<file path="src/rtl/rv32i_pkg.sv">
// Shared RV32I definitions: write-back source selects, load funct3 codes,
// write-back FSM states and default datapath widths.
package rv32i_pkg;

    localparam int unsigned XLEN_DEF = 32;
    localparam int unsigned RA_W_DEF = 5;

    // Write-back result source
    localparam logic [1:0] WB_ALU  = 2'b00;
    localparam logic [1:0] WB_LOAD = 2'b01;
    localparam logic [1:0] WB_PC4  = 2'b10;
    localparam logic [1:0] WB_IMM  = 2'b11;

    // Load funct3 encodings
    localparam logic [2:0] F3_LB  = 3'b000;
    localparam logic [2:0] F3_LH  = 3'b001;
    localparam logic [2:0] F3_LW  = 3'b010;
    localparam logic [2:0] F3_LBU = 3'b100;
    localparam logic [2:0] F3_LHU = 3'b101;

    typedef enum logic {
        IDLE      = 1'b0,
        LOAD_WAIT = 1'b1
    } wb_state_e;

endpackage

</file>
<file path="src/rtl/load_align.sv">
// Load data aligner: picks the byte/half/word addressed by addr_lo out of
// the aligned memory word and sign- or zero-extends it per funct3.
// Ports:
//   funct3  - load type (LB/LH/LW/LBU/LHU; others produce 0)
//   addr_lo - load address bits [1:0]
//   rdata   - aligned word containing the target
//   result  - extended load value
module load_align
    import rv32i_pkg::*;
#(
    parameter int unsigned XLEN = XLEN_DEF
) (
    input  logic [2:0]      funct3,
    input  logic [1:0]      addr_lo,
    input  logic [XLEN-1:0] rdata,
    output logic [XLEN-1:0] result
);

    logic [7:0]  byte_sel;
    logic [15:0] half_sel;

    always_comb begin
        byte_sel = rdata[{addr_lo, 3'b000} +: 8];
        // LH uses only addr_lo[1]; an odd half address is caught upstream
        half_sel = addr_lo[1] ? rdata[31:16] : rdata[15:0];
        result   = '0;
        case (funct3)
            F3_LB:   result = {{(XLEN-8){byte_sel[7]}}, byte_sel};
            F3_LH:   result = {{(XLEN-16){half_sel[15]}}, half_sel};
            F3_LW:   result = rdata;
            F3_LBU:  result = {{(XLEN-8){1'b0}}, byte_sel};
            F3_LHU:  result = {{(XLEN-16){1'b0}}, half_sel};
            default: result = '0;
        endcase
    end

endmodule

</file>
<file path="src/rtl/rf_writeback.sv">
// RV32I write-back stage. Drives the register file's single write port.
// Non-load results are written one cycle after acceptance; loads wait for
// the data-memory response (bounded by LD_TIMEOUT cycles), then are aligned
// and extended. Writes to x0 or with we=0 are suppressed.
// Ports:
//   clk, rst            - clock (rising edge), async active-low reset
//   in_valid/in_ready   - retiring instruction handshake
//   in_rd, in_we        - destination register and write flag
//   in_sel              - result source (ALU, LOAD, PC4, IMM)
//   in_alu/pc4/imm      - candidate results
//   in_funct3, in_addr_lo - load type and address low bits
//   mem_rvalid/rready   - load data handshake, mem_rdata the word
//   rf_en, rf_rd, rf_data - registered register-file write port
//   ld_timeout          - one-cycle pulse when a load is abandoned
module rf_writeback
    import rv32i_pkg::*;
#(
    parameter int unsigned XLEN       = XLEN_DEF,
    parameter int unsigned RA_W       = RA_W_DEF,
    parameter int unsigned LD_TIMEOUT = 255
) (
    input  logic            clk,
    input  logic            rst,
    input  logic            in_valid,
    output logic            in_ready,
    input  logic [RA_W-1:0] in_rd,
    input  logic            in_we,
    input  logic [1:0]      in_sel,
    input  logic [XLEN-1:0] in_alu,
    input  logic [XLEN-1:0] in_pc4,
    input  logic [XLEN-1:0] in_imm,
    input  logic [2:0]      in_funct3,
    input  logic [1:0]      in_addr_lo,
    input  logic            mem_rvalid,
    input  logic [XLEN-1:0] mem_rdata,
    output logic            mem_rready,
    output logic            rf_en,
    output logic [RA_W-1:0] rf_rd,
    output logic [XLEN-1:0] rf_data,
    output logic            ld_timeout
);

    // Abort happens in the last permitted wait cycle, so the stage spends
    // exactly LD_TIMEOUT cycles in LOAD_WAIT.
    localparam logic [7:0] CNT_LAST = 8'(LD_TIMEOUT - 1);

    wb_state_e       state, state_n;
    logic [7:0]      cnt, cnt_n;
    logic [RA_W-1:0] ld_rd, ld_rd_n;
    logic            ld_we, ld_we_n;
    logic [2:0]      ld_f3, ld_f3_n;
    logic [1:0]      ld_lo, ld_lo_n;

    logic            wr_en_n;
    logic [RA_W-1:0] wr_rd_n;
    logic [XLEN-1:0] wr_data_n;
    logic            tmo_n;
    logic [XLEN-1:0] src_data;
    logic [XLEN-1:0] ld_data;

    load_align #(.XLEN(XLEN)) u_align (
        .funct3  (ld_f3),
        .addr_lo (ld_lo),
        .rdata   (mem_rdata),
        .result  (ld_data)
    );

    assign in_ready   = (state == IDLE);
    assign mem_rready = (state == LOAD_WAIT);

    always_comb begin
        case (in_sel)
            WB_PC4:  src_data = in_pc4;
            WB_IMM:  src_data = in_imm;
            default: src_data = in_alu;
        endcase
    end

    always_comb begin
        state_n   = state;
        cnt_n     = cnt;
        ld_rd_n   = ld_rd;
        ld_we_n   = ld_we;
        ld_f3_n   = ld_f3;
        ld_lo_n   = ld_lo;
        wr_en_n   = 1'b0;
        wr_rd_n   = in_rd;
        wr_data_n = src_data;
        tmo_n     = 1'b0;
        case (state)
            IDLE: begin
                if (in_valid) begin
                    if (in_sel == WB_LOAD) begin
                        ld_rd_n = in_rd;
                        ld_we_n = in_we;
                        ld_f3_n = in_funct3;
                        ld_lo_n = in_addr_lo;
                        cnt_n   = '0;
                        state_n = LOAD_WAIT;
                    end else begin
                        wr_en_n = in_we && (in_rd != '0);
                    end
                end
            end
            LOAD_WAIT: begin
                if (mem_rvalid) begin
                    wr_en_n   = ld_we && (ld_rd != '0);
                    wr_rd_n   = ld_rd;
                    wr_data_n = ld_data;
                    state_n   = IDLE;
                end else if (cnt == CNT_LAST) begin
                    tmo_n   = 1'b1;
                    state_n = IDLE;
                end else begin
                    cnt_n = cnt + 8'd1;
                end
            end
            default: state_n = IDLE;
        endcase
    end

    always_ff @(posedge clk or negedge rst) begin
        if (!rst) begin
            state      <= IDLE;
            cnt        <= '0;
            ld_rd      <= '0;
            ld_we      <= 1'b0;
            ld_f3      <= '0;
            ld_lo      <= '0;
            rf_en      <= 1'b0;
            rf_rd      <= '0;
            rf_data    <= '0;
            ld_timeout <= 1'b0;
        end else begin
            state      <= state_n;
            cnt        <= cnt_n;
            ld_rd      <= ld_rd_n;
            ld_we      <= ld_we_n;
            ld_f3      <= ld_f3_n;
            ld_lo      <= ld_lo_n;
            rf_en      <= wr_en_n;
            ld_timeout <= tmo_n;
            // Address and data hold their last written values between writes
            if (wr_en_n) begin
                rf_rd   <= wr_rd_n;
                rf_data <= wr_data_n;
            end
        end
    end

endmodule

</file>
<file path="config.mk">
export PLATFORM = sky130hd
export DESIGN_NAME = rf_writeback
export DESIGN_NICKNAME = d
export VERILOG_FILES = /design/src/rtl/rv32i_pkg.sv /design/src/rtl/load_align.sv /design/src/rtl/rf_writeback.sv
export SDC_FILE = /design/constraint.sdc
export NUM_CORES = 1
export LEC_CHECK = 0
export CAP_MARGIN = 20
export CORE_AREA = 2 2 91 115
export DETAILED_ROUTE_END_ITERATION = 10
export DIE_AREA = 0 0 93 117
export HOLD_SLACK_MARGIN = 0.08
export PLACE_DENSITY_LB_ADDON = 0.05
export REMOVE_ABC_BUFFERS = 1
export SLEW_MARGIN = 40
export SYNTH_ARGS = -nofsm -noshare
export SYNTH_HDL_FRONTEND = slang
export SYNTH_SLANG_ARGS = --single-unit
</file>
<file path="constraint.sdc">
create_clock -name clk -period 2.1 [get_ports clk]
set_clock_uncertainty 0.05 [all_clocks]
set_input_delay 0.42 -clock clk [delete_from_list [all_inputs] [get_ports clk]]
set_output_delay 0.42 -clock clk [all_outputs]
set_load 0.005 [all_outputs]
</file>
After elaboration in Yosys (flattened, before gate mapping)
Cells that the tools add are included.

Register bits: 59. Bits of input ports: 145. Word-level logic and storage cells: 56.

Multiplexer cells: 24. Shift operators: 1. Bitwise operators: 1. Reduce and logical (&&, ||, !) cells: 7. Equality and inequality tests: 12. Add/sub/neg operators: 1.

Operators by type and width (number): 32-bit one-hot mux with 5 select lines (1); 32-bit two-way mux (2); 32-bit one-hot mux with 2 select lines (1); 8-bit two-way mux (4); 32-bit by 6-bit variable part select with 8-bit output (1); 16-bit two-way mux (1); 8-bit one-hot mux with 2 select lines (1); 1-bit two-way mux (10); 5-bit two-way mux (2); 5-bit nonzero test (2); 8-bit by 1-bit adder with 8-bit output (second input constant) (1); 8-bit equality test (second input constant) (1); 3-bit equality test (second input constant) (2); 2-bit != test (second input constant) (3); 2-bit equality test (second input constant) (2); 1-bit one-hot mux with 2 select lines (2); 4-bit AND reduction (1); 3-bit by 1-bit equality test with 1-bit output (second input constant) (1); 3-bit by 2-bit equality test with 1-bit output (second input constant) (1); 3-bit zero test (1); 3-bit AND reduction (1); 2-bit by 1-bit equality test with 1-bit output (second input constant) (1); 1-bit logical AND (2); 2-bit by 1-bit != test with 1-bit output (second input constant) (1); 1-bit inverter (1).

Longest topological paths before layout
Gate-level depths: netlist of the first run.

Word-level depth: 5. Gate-level depth with buffers: 9.

Hierarchy
A second synthesis of the first run with hierarchy kept.

Cell total of the unflattened synthesis: 475. Area total of the unflattened synthesis: 4167.7 µm².

Modules (own cells, without submodules): rf_writeback (instances 1, area an instance 3405.8 µm², cells each 367); load_align (instances 1, area an instance 762.0 µm², cells each 108).

Worst setup path before layout of the first run
Ideal clock, no wire load.

Path kind: input port to flip-flop. Start: input port in_rd[2]. End: register rf_data[19]. Stages: 8. Buffers on the path: 2. Setup time: 0.133 ns. Data arrival time: 1.749 ns. Setup slack: 0.168 ns. Data required time: 1.917 ns. Cells stage by stage: or4_1 o2111ai_1 and2_2 buf_6 inv_4 nand3_4 buf_12 o221ai_2.

Word-level cells in the longest chain between the ends: 5.

Ends and longest elaborated chain: from (decl) (RTL line rf_writeback.sv:26) `input logic [RA_W-1:0] in_rd,`; 5-bit nonzero test (RTL line rf_writeback.sv:101) `wr_en_n = in_we && (in_rd != '0);`; 1-bit logical AND (RTL line rf_writeback.sv:101); 1-bit two-way mux (RTL line rf_writeback.sv:93) `if (in_sel == WB_LOAD) begin`; 1-bit two-way mux (RTL line rf_writeback.sv:92) `if (in_valid) begin`; 1-bit one-hot mux with 2 select lines (RTL line rf_writeback.sv:90) `case (state)`; named net wr_en_n (RTL line rf_writeback.sv:54) `logic wr_en_n;`; to (signal assigned) (RTL line rf_writeback.sv:146) `rf_data <= wr_data_n;`; to (decl) (RTL line rf_writeback.sv:39) `output logic [XLEN-1:0] rf_data,`.

The timed path passes the listed nets, and every way through them passes these cells. A chain may end at the register's enable or synchronous reset.

Final worst setup path of the first run
Start: input port in_rd[1]. End: register rf_data[27].

The elaborated chain is that of the path after synthesis.

==> results of run 1 <==
## registers in the layout, summed over array words and instances, names as in the netlist
signal      flops
rf_data        32
cnt             8
ld_rd           5
rf_rd           5
ld_f3           3
ld_lo           2
ld_timeout      1
ld_we           1
mem_rready      1
rf_en           1
## layout by cell type, fill, tap and decap left out, types with 3 or more instances in the layout
cell             synthesis  final
a21oi_1                 38     38
a221o_1                  6      6
a32o_1                   7      7
buf_12                   1      5
buf_2                   14      3
buf_4                    2     27
clkbuf_16                0     10
clkbuf_8                 0      4
clkdlybuf4s50_1          0    181
dfrtp_1                 59     59
inv_1                    5      5
mux2_2                   4      4
mux2i_1                 44     44
nand2_1                 90     90
nand3_1                  4      4
nor2_1                  24     24
nor2b_1                  5      5
nor3_1                   4      4
o211ai_1                16     16
o21ai_0                 39     38
o221ai_1                 5      5
o221ai_2                10     10
o22ai_1                  8      8
xnor2_1                  5      5
## synthesized netlist by cell type (2+ instances only)
cell type	number	area share [%]
nand2_1	90	8.8
dfrtp_1	59	39
mux2i_1	44	11
o21ai_0	39	5.1
a21oi_1	38	5.0
nor2_1	24	2.3
o211ai_1	16	3.1
buf_2	14	1.8
clkbuf_1	14	1.4
o221ai_2	10	3.9
o22ai_1	8	1.3
a32o_1	7	1.8
a221o_1	6	1.6
inv_1	5	0.49
nor2b_1	5	0.82
o221ai_1	5	1.1
xnor2_1	5	1.1
mux2_2	4	1.2
nand3_1	4	0.52
nor3_1	4	0.52
a211oi_1	2	0.39
a21o_1	2	0.39
a22oi_1	2	0.39
and2_1	2	0.33
buf_1	2	0.20
buf_4	2	0.39
ha_1	2	0.65
nand2b_1	2	0.33
nor3b_1	2	0.39
or3_1	2	0.33
or4_1	2	0.39
## cell type report
cell class                      count  share of cell area [%]
Inverter                            6                   0.396
Clock inverter                      1                  0.0793
Sequential cell                    59                    23.4
Clock buffer                       15                    4.56
Multi-Input combinational cell    341                    34.6
Tap cell                          129                    2.56
Timing Repair Buffer              219                    34.4
## kinds of logic (layout without fill, tap and decap cells)
kind of cell	count (synthesis)	in the layout	synth area share, %
AO/OA/AOI/OAI	143	143	25.8
XOR/XNOR	5	5	1.14
adder cells (fa/ha/maj)	2	2	0.653
buffers and inverters	40	241	5.25
flip-flops	59	59	38.5
multiplexers	48	48	12.7
AND/OR/NAND/NOR	142	143	16.0
## worst max-delay path, stage by stage
cell and delay [ns]:
clkdlybuf4s50_1 0.43, or4_1 0.51, o2111ai_1 0.19, and2_4 0.23, inv_4 0.07, nand3_4 0.16, o221ai_1 0.16
## metal layers
layer	track usage (%)	share of wire (%)
met4	7.35	1.4
met2	42.4	52
met5	0	0
met3	6.15	7.0
met1	29.6	40
## metrics by stage
step	hold WS, ns	instance area (µm²)	TNS [ns]	std cells	setup slack [ns]
finish	0.432	6310	0	770	0.0544
global route	0.464	6310	0	770	0.0155
CTS	0.433	6280	0	768	0.0482
detailed placement	0.421	5960	-12.92	750	-0.456
global placement	0.406	5960	-11.64	750	-0.401
floorplan	0.0744	3660	-12.32	405	-0.466
## how the worst max path moves through the flow
stage               slack (ns)  cells after the start     start           to
floorplan                -0.47                      6  in_rd[2]  rf_data[24]
global placement         -0.40                      7  in_rd[2]  rf_data[24]
detailed placement       -0.46                      7  in_rd[2]  rf_data[27]
CTS                       0.05                      7  in_rd[1]  rf_data[23]
global route              0.02                      7  in_rd[1]  rf_data[27]
finish                    0.05                      7  in_rd[1]  rf_data[27]
## what timing repair did
action	in CTS	in global routing
buffers inserted	0	1
cloned	1	1
setup endpoints to repair	18	7
gates resized for setup	3	1
pin swaps	0	1
hold buffers	1	0
endpoints found under the hold margin	15	0
## power groups by stage
stage / Combinational [mW] / Clock, mW / Sequential (mW)
6_report: 1.81 / 1.41 / 1.60
5_1_grt: 1.98 / 1.50 / 1.64
4_1_cts: 1.81 / 1.45 / 1.60
3_5_place_dp: 1.80 / 0 / 1.62
3_3_place_gp: 1.76 / 0 / 1.61
2_1_floorplan: 0.666 / 0 / 1.62
==> out/qor.csv, run 1 <==
stage,metric,value,unit
floorplan,Die W,93,µm
yosys,"Top FF cell, synth",dfrtp_1,
clock_tree,total number of H-tree levels,3,
pwr,clock power share,29.3,%
detailed_routing,drt drc,0,
timing,relative slew slack,59.1,%
min_path,worst min-delay path startpoint,rf_data[2],
pwr,total power,4.82,mW
placement,RePlAce Congestion,0.821,
yosys,yosys warns,0,
worst_setup_path,r2r worst-path depth,6,
yosys,Post-synth ARST share,100,%
pwr,Sw Share,30.0,%
clock_tree,Clock Latency Late Sink,0.33,ns
finish,# fillers,884,
yosys,number of flops mapped to enable cells by yosys,0,
yosys,number of distinct library cells after synthesis,47,
clock_tree,maximum clock insertion buffer count,2,
outcome,status,completed,
floorplan,row cnt,41,
finish,Layout area overhead,64.7,%
global_route,vias in the first global route,4017,
yosys,Syn Inst Count,439,
yosys,register area share after synthesis,38.5,%
floorplan,Die ar.,0.0109,mm²
timing,endpoints failing hold,0,
clock_tree,CTS tree,yes,
pwr,Switching Power,1.45,mW
worst_setup_path,Critical Path AT,2.18,ns
finish,Post-layout nets,783,
timing,RSZ-0062 raised after global routing,false,
worst_setup_path,crit path launch type,input port,
worst_setup_path,FF-to-FF Start,ld_rd[2],
clock_tree,# clock sinks,59,
floorplan,die span in y,117,µm
floorplan,io pins,186,
worst_setup_path,Crit Path Max Fanout,8,
floorplan,core box area,0.00985,mm²
global_route,total track usage,24.2,%
global_route,pin count of the biggest net entering global routing,65,
yosys,Mean Syn Cell Area,8.73,µm²
clock_tree,clk root buf,clkbuf_16,
detailed_routing,via total after detailed routing,4018,
min_path,Hold Path Depth,2,
global_route,first-pass GRT wire length,20400,µm
timing,Final min period,2.05,ns
run,MaxCap Viol Count,0,
detailed_routing,via/cell ratio,5.22,
finish,antenna cells,0,
worst_setup_path,FF-to-FF End,rf_data[27],
pwr,combinational fraction of design power,37.4,%
pwr,internal power,3.38,mW
timing,max-slew violations,0,
finish,fraction of layout cells with a size suffix above 1,11.2,%
pwr,Power Dens Cells,764,mW/mm²
timing,Fmax,489,MHz
min_path,HP Class,reg -> reg,
clock_tree,Num CTS Buffers,9,
detailed_routing,Routed WL,13100,µm
pwr,leakage power,2.66,nW
pwr,Peak supply drop,0.514,mV
worst_setup_path,Crit path required time,2.23,ns
detailed_routing,wire length per cell,17.0,µm
worst_setup_path,critical setup path kind,in -> reg,
yosys,post-synthesis register bit count,59,
clock_tree,"Clk pin slew, worst setup/hold paths",0.05,ns
detailed_routing,first drt pass iteration count,4,
pwr,sequential share of power,33.3,%
placement,IO buf count,185,
detailed_routing,DRT iter0 DRCs,175,
timing,period utilization,97.4,%
finish,area occupied by multi-input gates,0.00218,mm²
global_route,Overflow after GRT,0,
timing,Final Setup Violations,0,
min_path,WHS Endpoint,rf_data[2],
yosys,mapped cell area,0.00383,mm²
floorplan,initial core utilization,38.9,%
placement,DP Wirelength,10000,µm
global_route,initial antenna violation count,0,
detailed_routing,remaining antenna violation count,0,
finish,final core occ,64.1,%
finish,Reg area,0.00148,mm²
worst_setup_path,R2R setup slack,0.21,ns
timing,Worst Max-Slew Pin Slew,0.614,ns
worst_setup_path,crit end category,register,
Note: power is estimated with default switching activity, not from simulation.
==> run 2, diff against run 1 <==
--- a/config.mk
+++ b/config.mk
@@ -7,11 +7,13 @@
 export LEC_CHECK = 0
 export CAP_MARGIN = 20
 export CORE_AREA = 2 2 91 115
+export CTS_CLUSTER_DIAMETER = 40
 export DETAILED_ROUTE_END_ITERATION = 10
 export DIE_AREA = 0 0 93 117
 export HOLD_SLACK_MARGIN = 0.08
 export PLACE_DENSITY_LB_ADDON = 0.05
 export REMOVE_ABC_BUFFERS = 1
+export SKIP_CTS_REPAIR_TIMING = 1
 export SLEW_MARGIN = 40
 export SYNTH_ARGS = -nofsm -noshare
 export SYNTH_HDL_FRONTEND = slang
==> run 2 against run 1 <==
  * Count of clock-buffer cells in the layout unchanged
  * Routed wire length increased by 0.73%
  * Utilization increased by 0.19 points
  * Via count increased by 0.65%
==> out/qor.csv, run 2 (same netlist as run 1, synthesis figures left out) <==
stage,metric,value,unit,change
finish,"most common cell after layout, fill and taps aside",clkdlybuf4s50_1,,
pwr,Switching Power,1.46,mW,+1.1%
global_route,busiest grt layer,met2,,
detailed_routing,via/cell ratio,5.26,,+0.78%
global_route,global-route track usage on met1,29.3,%,-0.28 points
finish,antenna cells,0,,unchanged
clock_tree,Clock Latency Late Sink,0.32,ns,about the same
run,MaxCap Viol Count,0,,unchanged
worst_setup_path,crit path launch type,input port,,
pwr,total power,4.85,mW,+0.45%
clock_tree,# clock sinks,59,,unchanged
detailed_routing,DRT iter0 DRCs,201,,+15%
detailed_routing,drt drc,0,,unchanged
finish,Top Registers,"rf_data: 32 flops, cnt: 8 flops",,
clock_tree,maximum clock insertion buffer count,2,,unchanged
finish,post-route cell area,0.00633,mm²,+0.30%
clock_tree,CTS tree,yes,,
pwr,sequential share of power,33.1,%,-0.2 points
detailed_routing,remaining antenna violation count,0,,unchanged
pwr,combinational fraction of design power,37.7,%,+0.3 points
global_route,grt met3 use,6.02,%,-0.13 points
floorplan,row cnt,41,,unchanged
pwr,internal power,3.38,mW,+0.18%
worst_setup_path,Crit path required time,2.24,ns,about the same
clock_tree,Num CTS Buffers,9,,unchanged
global_route,total track usage,23.9,%,-0.30 points
global_route,Overflow after GRT,0,,unchanged
pwr,Power Dens Cells,766,mW/mm²,+0.16%
placement,DP Wirelength,10000,µm,unchanged
placement,RePlAce Congestion,0.821,,unchanged
timing,endpoints failing hold,0,,unchanged
finish,fraction of layout cells with a size suffix above 1,11.9,%,+0.64 points
placement,DP Area,0.00596,mm²,unchanged
floorplan,die span in y,117,µm,unchanged
pwr,Peak supply drop,0.512,mV,-0.28%
clock_tree,clk root buf,clkbuf_16,,
timing,period utilization,98.5,%,+1.1 points
timing,relative slew slack,35.3,%,-24 points
global_route,first-pass GRT wire length,20200,µm,-0.85%
placement,IO buf count,185,,unchanged
detailed_routing,first drt pass iteration count,4,,unchanged
timing,max-slew violations,0,,unchanged
timing,Hold Slack,0.0523,ns,-0.379 ns
floorplan,io pins,186,,unchanged
global_route,vias in the first global route,3975,,-1.0%
detailed_routing,wire length per cell,17.2,µm,+0.86%
pwr,clock power share,29.2,%,about the same
finish,# fillers,879,,-0.57%
timing,worst setup margin,0.0312,ns,-0.0233 ns
global_route,grt met2 use,41.9,%,-0.43 points
pwr,Sw Share,30.2,%,+0.19 points
floorplan,Die W,93,µm,unchanged
timing,Worst Max-Slew Pin Slew,0.960,ns,+0.346 ns
worst_setup_path,critical setup path kind,in -> reg,,
clock_tree,"Clk pin slew, worst setup/hold paths",0.05,ns,about the same
min_path,HP Class,in -> async,,
detailed_routing,Routed WL,13200,µm,+0.73%
global_route,initial antenna violation count,0,,unchanged
worst_setup_path,Crit Path Max Fanout,8,,unchanged
timing,Fmax,483,MHz,-1.1%
finish,"commonest non-fill, non-tap cells in the layout","clkdlybuf4s50_1, nand2_1, dfrtp_1",,
timing,Final Setup Violations,0,,unchanged
worst_setup_path,crit end category,register,,
detailed_routing,via total after detailed routing,4044,,+0.65%
finish,Layout area overhead,65.1,%,
placement,pre-CTS WS,-0.456,ns,unchanged
floorplan,Die ar.,0.0109,mm²,unchanged
finish,Largest register FFs,32,,unchanged
floorplan,core box area,0.00985,mm²,unchanged
clock_tree,total number of H-tree levels,3,,unchanged
global_route,pin count of the biggest net entering global routing,65,,unchanged
floorplan,initial core utilization,38.9,%,unchanged
finish,Biggest register,rf_data,,
outcome,status,completed,,
pwr,leakage power,2.67,nW,+0.24%
worst_setup_path,Critical Path AT,2.21,ns,+0.03 ns
finish,Post-layout nets,782,,-0.13%
timing,Final min period,2.07,ns,+0.0233 ns
==> run 2: path summary, 6_finish.rpt <==
| check | cells after the start | startpoint | endpoint | slack, ns |
|---|---|---|---|---|
| max | 7 | in_rd[1] | rf_data[25] | 0.03 |
| min | 1 | rst | rf_data[28] | 0.05 |
| max reg2reg | 3 | ld_f3[0] | rf_data[25] | 0.14 |
| min reg2reg | 2 | rf_data[2] | rf_data[2] | 0.43 |
| max in group asynchronous | 2 | rst | cnt[2] | 1.33 |
| min in group clk | 3 | in_rd[2] | ld_rd[2] | 0.35 |
==> run 2: power groups by stage <==
stage                     logic, mW  registers (mW)  clock network [mW]
after floorplan               0.666            1.62                   0
after global placement         1.76            1.61                   0
after detailed placement       1.80            1.62                   0
after CTS                      1.80            1.60                1.45
after global routing           2.00            1.64                1.50
final                          1.83            1.60                1.42
==> run 2: final cells by class <==
cell class | instances | area [µm²] | area share, %
repair buffers | 218 | 2170 | 34.2
clock buffers | 15 | 288 | 4.55
well taps | 129 | 161 | 2.55
multi-input cells | 341 | 2210 | 34.9
clock inverters | 1 | 5.00 | 0.0791
flip-flops and latches | 59 | 1480 | 23.3
inverters | 6 | 25.0 | 0.395
==> run 2: per-layer routing <==
metal	vias to the layer above	wire length, µm
li1	2003	-
met3	14	898
met5	-	0
met1	1885	5340
met2	142	6790
met4	0	187
==> run 2: worst max-delay path, stage by stage <==
cell	delay, ns
clkdlybuf4s50_1	0.43
or4_1	0.51
o2111ai_1	0.19
and2_4	0.23
inv_4	0.07
nand3_4	0.18
o221ai_1	0.16
==> run 2: through the flow <==
| step | setup TNS [ns] | cells | util [%] |
|---|---|---|---|
| 4_1_cts | -1.06 | 766 | 63.4 |
| 3_3_place_gp | -11.64 | 750 | 60.5 |
| 6_report | 0 | 769 | 64.3 |
| 3_5_place_dp | -12.92 | 750 | 60.5 |
| 5_1_grt | -0.00394 | 769 | 64.3 |
| 2_1_floorplan | -12.32 | 405 | - |
==> run 3, diff against run 2 <==
--- a/config.mk
+++ b/config.mk
@@ -10,6 +10,8 @@
 export CTS_CLUSTER_DIAMETER = 40
 export DETAILED_ROUTE_END_ITERATION = 10
 export DIE_AREA = 0 0 93 117
+export GPL_ROUTABILITY_DRIVEN = 0
+export GPL_TIMING_DRIVEN = 0
 export HOLD_SLACK_MARGIN = 0.08
 export PLACE_DENSITY_LB_ADDON = 0.05
 export REMOVE_ABC_BUFFERS = 1
==> run 3 against run 2 <==
  * Non-clock buffer count shrank 9
  * Critical endpoint is now rf_data[17]
  * Largest power group unchanged
  * Setup slack gained 0.035 ns
  * Sequential power is essentially flat
==> out/qor.csv, run 3 (same netlist as run 1, synthesis figures left out) <==
stage,metric,value,unit,change
worst_setup_path,Worst path depth,7,,unchanged
detailed_routing,via/cell ratio,5.41,,+2.8%
finish,Top Registers,"rf_data: 32 flops, cnt: 8 flops",,
global_route,Overflow after GRT,0,,unchanged
worst_setup_path,critical setup path kind,reg -> reg,,
placement,DP Wirelength,9460,µm,-5.5%
pwr,Peak supply drop,0.523,mV,+2.0%
finish,fraction of layout cells with a size suffix above 1,13.5,%,+1.6 points
floorplan,initial core utilization,38.9,%,unchanged
finish,post-route cell area,0.00639,mm²,+1.0%
detailed_routing,drt drc,0,,unchanged
finish,Layout area overhead,66.8,%,
timing,Final min period,2.03,ns,-0.0348 ns
placement,IO buf count,185,,unchanged
pwr,sequential share of power,32.8,%,-0.3 points
pwr,leakage power,2.68,nW,+0.46%
timing,Worst Max-Slew Pin Slew,0.822,ns,-0.138 ns
worst_setup_path,crit path launch type,register,,
worst_setup_path,r2r worst-path depth,7,,+4
detailed_routing,remaining antenna violation count,0,,unchanged
clock_tree,"Clk pin slew, worst setup/hold paths",0.05,ns,about the same
detailed_routing,wire length per cell,18.6,µm,+8.5%
worst_setup_path,crit end category,register,,
finish,Biggest register,rf_data,,
global_route,total track usage,23.3,%,-0.63 points
run,MaxCap Viol Count,0,,unchanged
detailed_routing,DRT iter0 DRCs,296,,+47%
detailed_routing,via total after detailed routing,4147,,+2.5%
detailed_routing,first drt pass iteration count,4,,unchanged
worst_setup_path,"Largest stage delay, worst path",0.54,ns,+0.03 ns
worst_setup_path,Top Family by Delay on Critical Path,simple AND/OR/NAND/NOR gates,,
floorplan,Die ar.,0.0109,mm²,unchanged
global_route,initial antenna violation count,1,,+1
finish,"commonest non-fill, non-tap cells in the layout","clkdlybuf4s50_1, nand2_1, dfrtp_1",,
clock_tree,total number of H-tree levels,3,,unchanged
pwr,Sw Share,31.3,%,+1.1 points
finish,"most common cell after layout, fill and taps aside",clkdlybuf4s50_1,,
timing,worst setup margin,0.0659,ns,+0.0348 ns
clock_tree,maximum clock insertion buffer count,2,,unchanged
worst_setup_path,crit-path cells,or4_4 -> o211ai_1 -> buf_4 -> and2_4 -> inv_4 -> nand3_4 -> o221ai_2,,
pwr,Power Dens Cells,777,mW/mm²,+1.5%
clock_tree,# clock sinks,59,,unchanged
pwr,Switching Power,1.56,mW,+6.2%
clock_tree,Clock Latency Late Sink,0.34,ns,+0.02 ns
clock_tree,Num CTS Buffers,9,,unchanged
global_route,vias in the first global route,3816,,-4.0%
clock_tree,clk root buf,clkbuf_16,,
global_route,first-pass GRT wire length,19600,µm,-3.1%
timing,Fmax,492,MHz,+1.7%
pwr,internal power,3.41,mW,+0.96%
timing,period utilization,96.9,%,-1.7 points
worst_setup_path,Crit Path Max Fanout,8,,unchanged
timing,Final Setup Violations,0,,unchanged
placement,DP Area,0.00573,mm²,-3.8%
timing,Hold Slack,0.310,ns,+0.258 ns
pwr,clock power share,29.8,%,+0.6 points
timing,endpoints failing hold,0,,unchanged
placement,pre-CTS WS,-1.01,ns,-0.553 ns
floorplan,Die W,93,µm,unchanged
worst_setup_path,Worst path slowest cell,or4_4,,
pwr,combinational fraction of design power,37.4,%,-0.3 points
worst_setup_path,CP bufs+invs,2,,unchanged
floorplan,die span in y,117,µm,unchanged
worst_setup_path,Crit path required time,2.26,ns,+0.02 ns
worst_setup_path,Critical Path AT,2.19,ns,-0.02 ns
floorplan,row cnt,41,,unchanged
clock_tree,CTS tree,yes,,
detailed_routing,Routed WL,14300,µm,+8.2%
finish,# fillers,884,,+0.57%
timing,max-slew violations,0,,unchanged
timing,relative slew slack,44.6,%,+9.3 points
outcome,status,completed,,
floorplan,io pins,186,,unchanged
min_path,HP Class,in -> reg,,
finish,Post-layout nets,779,,-0.38%
floorplan,core box area,0.00985,mm²,unchanged
finish,Largest register FFs,32,,unchanged
global_route,pin count of the biggest net entering global routing,75,,+15%
min_path,Hold Path Depth,3,,
## run 3: metal layers
metal  GRT usage, %  wire [µm]
met3           5.25       1010
met4           9.22        237
met2           41.5       7440
met5              0          0
met1           27.3       5610
## run 3: worst paths after layout
path,startpoint,endpoint,slack [ns]
max,ld_rd[2],rf_data[17],0.07
min,in_rd[1],ld_rd[1],0.31
max reg2reg,ld_rd[2],rf_data[17],0.07
min reg2reg,rf_data[5],rf_data[5],0.43
max in group asynchronous,rst,ld_lo[1],0.97
min in group asynchronous,rst,rf_data[28],0.50
## run 3: area by class of cell
type / count / area (µm²) / share of cell area (%)
clock buffers: 11 / 243 / 3.80
multi-input cells: 347 / 2330 / 36.5
clock inverters: 5 / 52.6 / 0.822
repair buffers: 209 / 2100 / 32.8
well taps: 129 / 161 / 2.52
inverters: 6 / 25.0 / 0.391
diodes: 1 / 2.50 / 0.0391
flip-flops and latches: 59 / 1480 / 23.1
## run 3: worst min-delay path, cell delays in order
cell and delay (ns):
dlymetal6s2s_1 0.13, nand2_1 0.06, nand2_1 0.05
## run 3: power groups by stage
stage	Sequential, mW	Combinational (mW)	Clock, mW
final	1.63	1.86	1.48
after global routing	1.67	2.02	1.54
after CTS	1.61	1.68	1.49
after detailed placement	1.63	1.67	0
after global placement	1.62	1.64	0
after floorplan	1.62	0.666	0
## run 3: stage by stage
step	util [%]	cells	setup TNS, ns	total power, mW
2_1_floorplan	-	405	-12.32	2.29
3_3_place_gp	57.6	719	-207.28	3.25
3_5_place_dp	58.2	723	-30.13	3.31
4_1_cts	61.2	739	-16.14	4.78
5_1_grt	64.9	767	-0.188	5.24
6_report	64.9	767	0	4.97
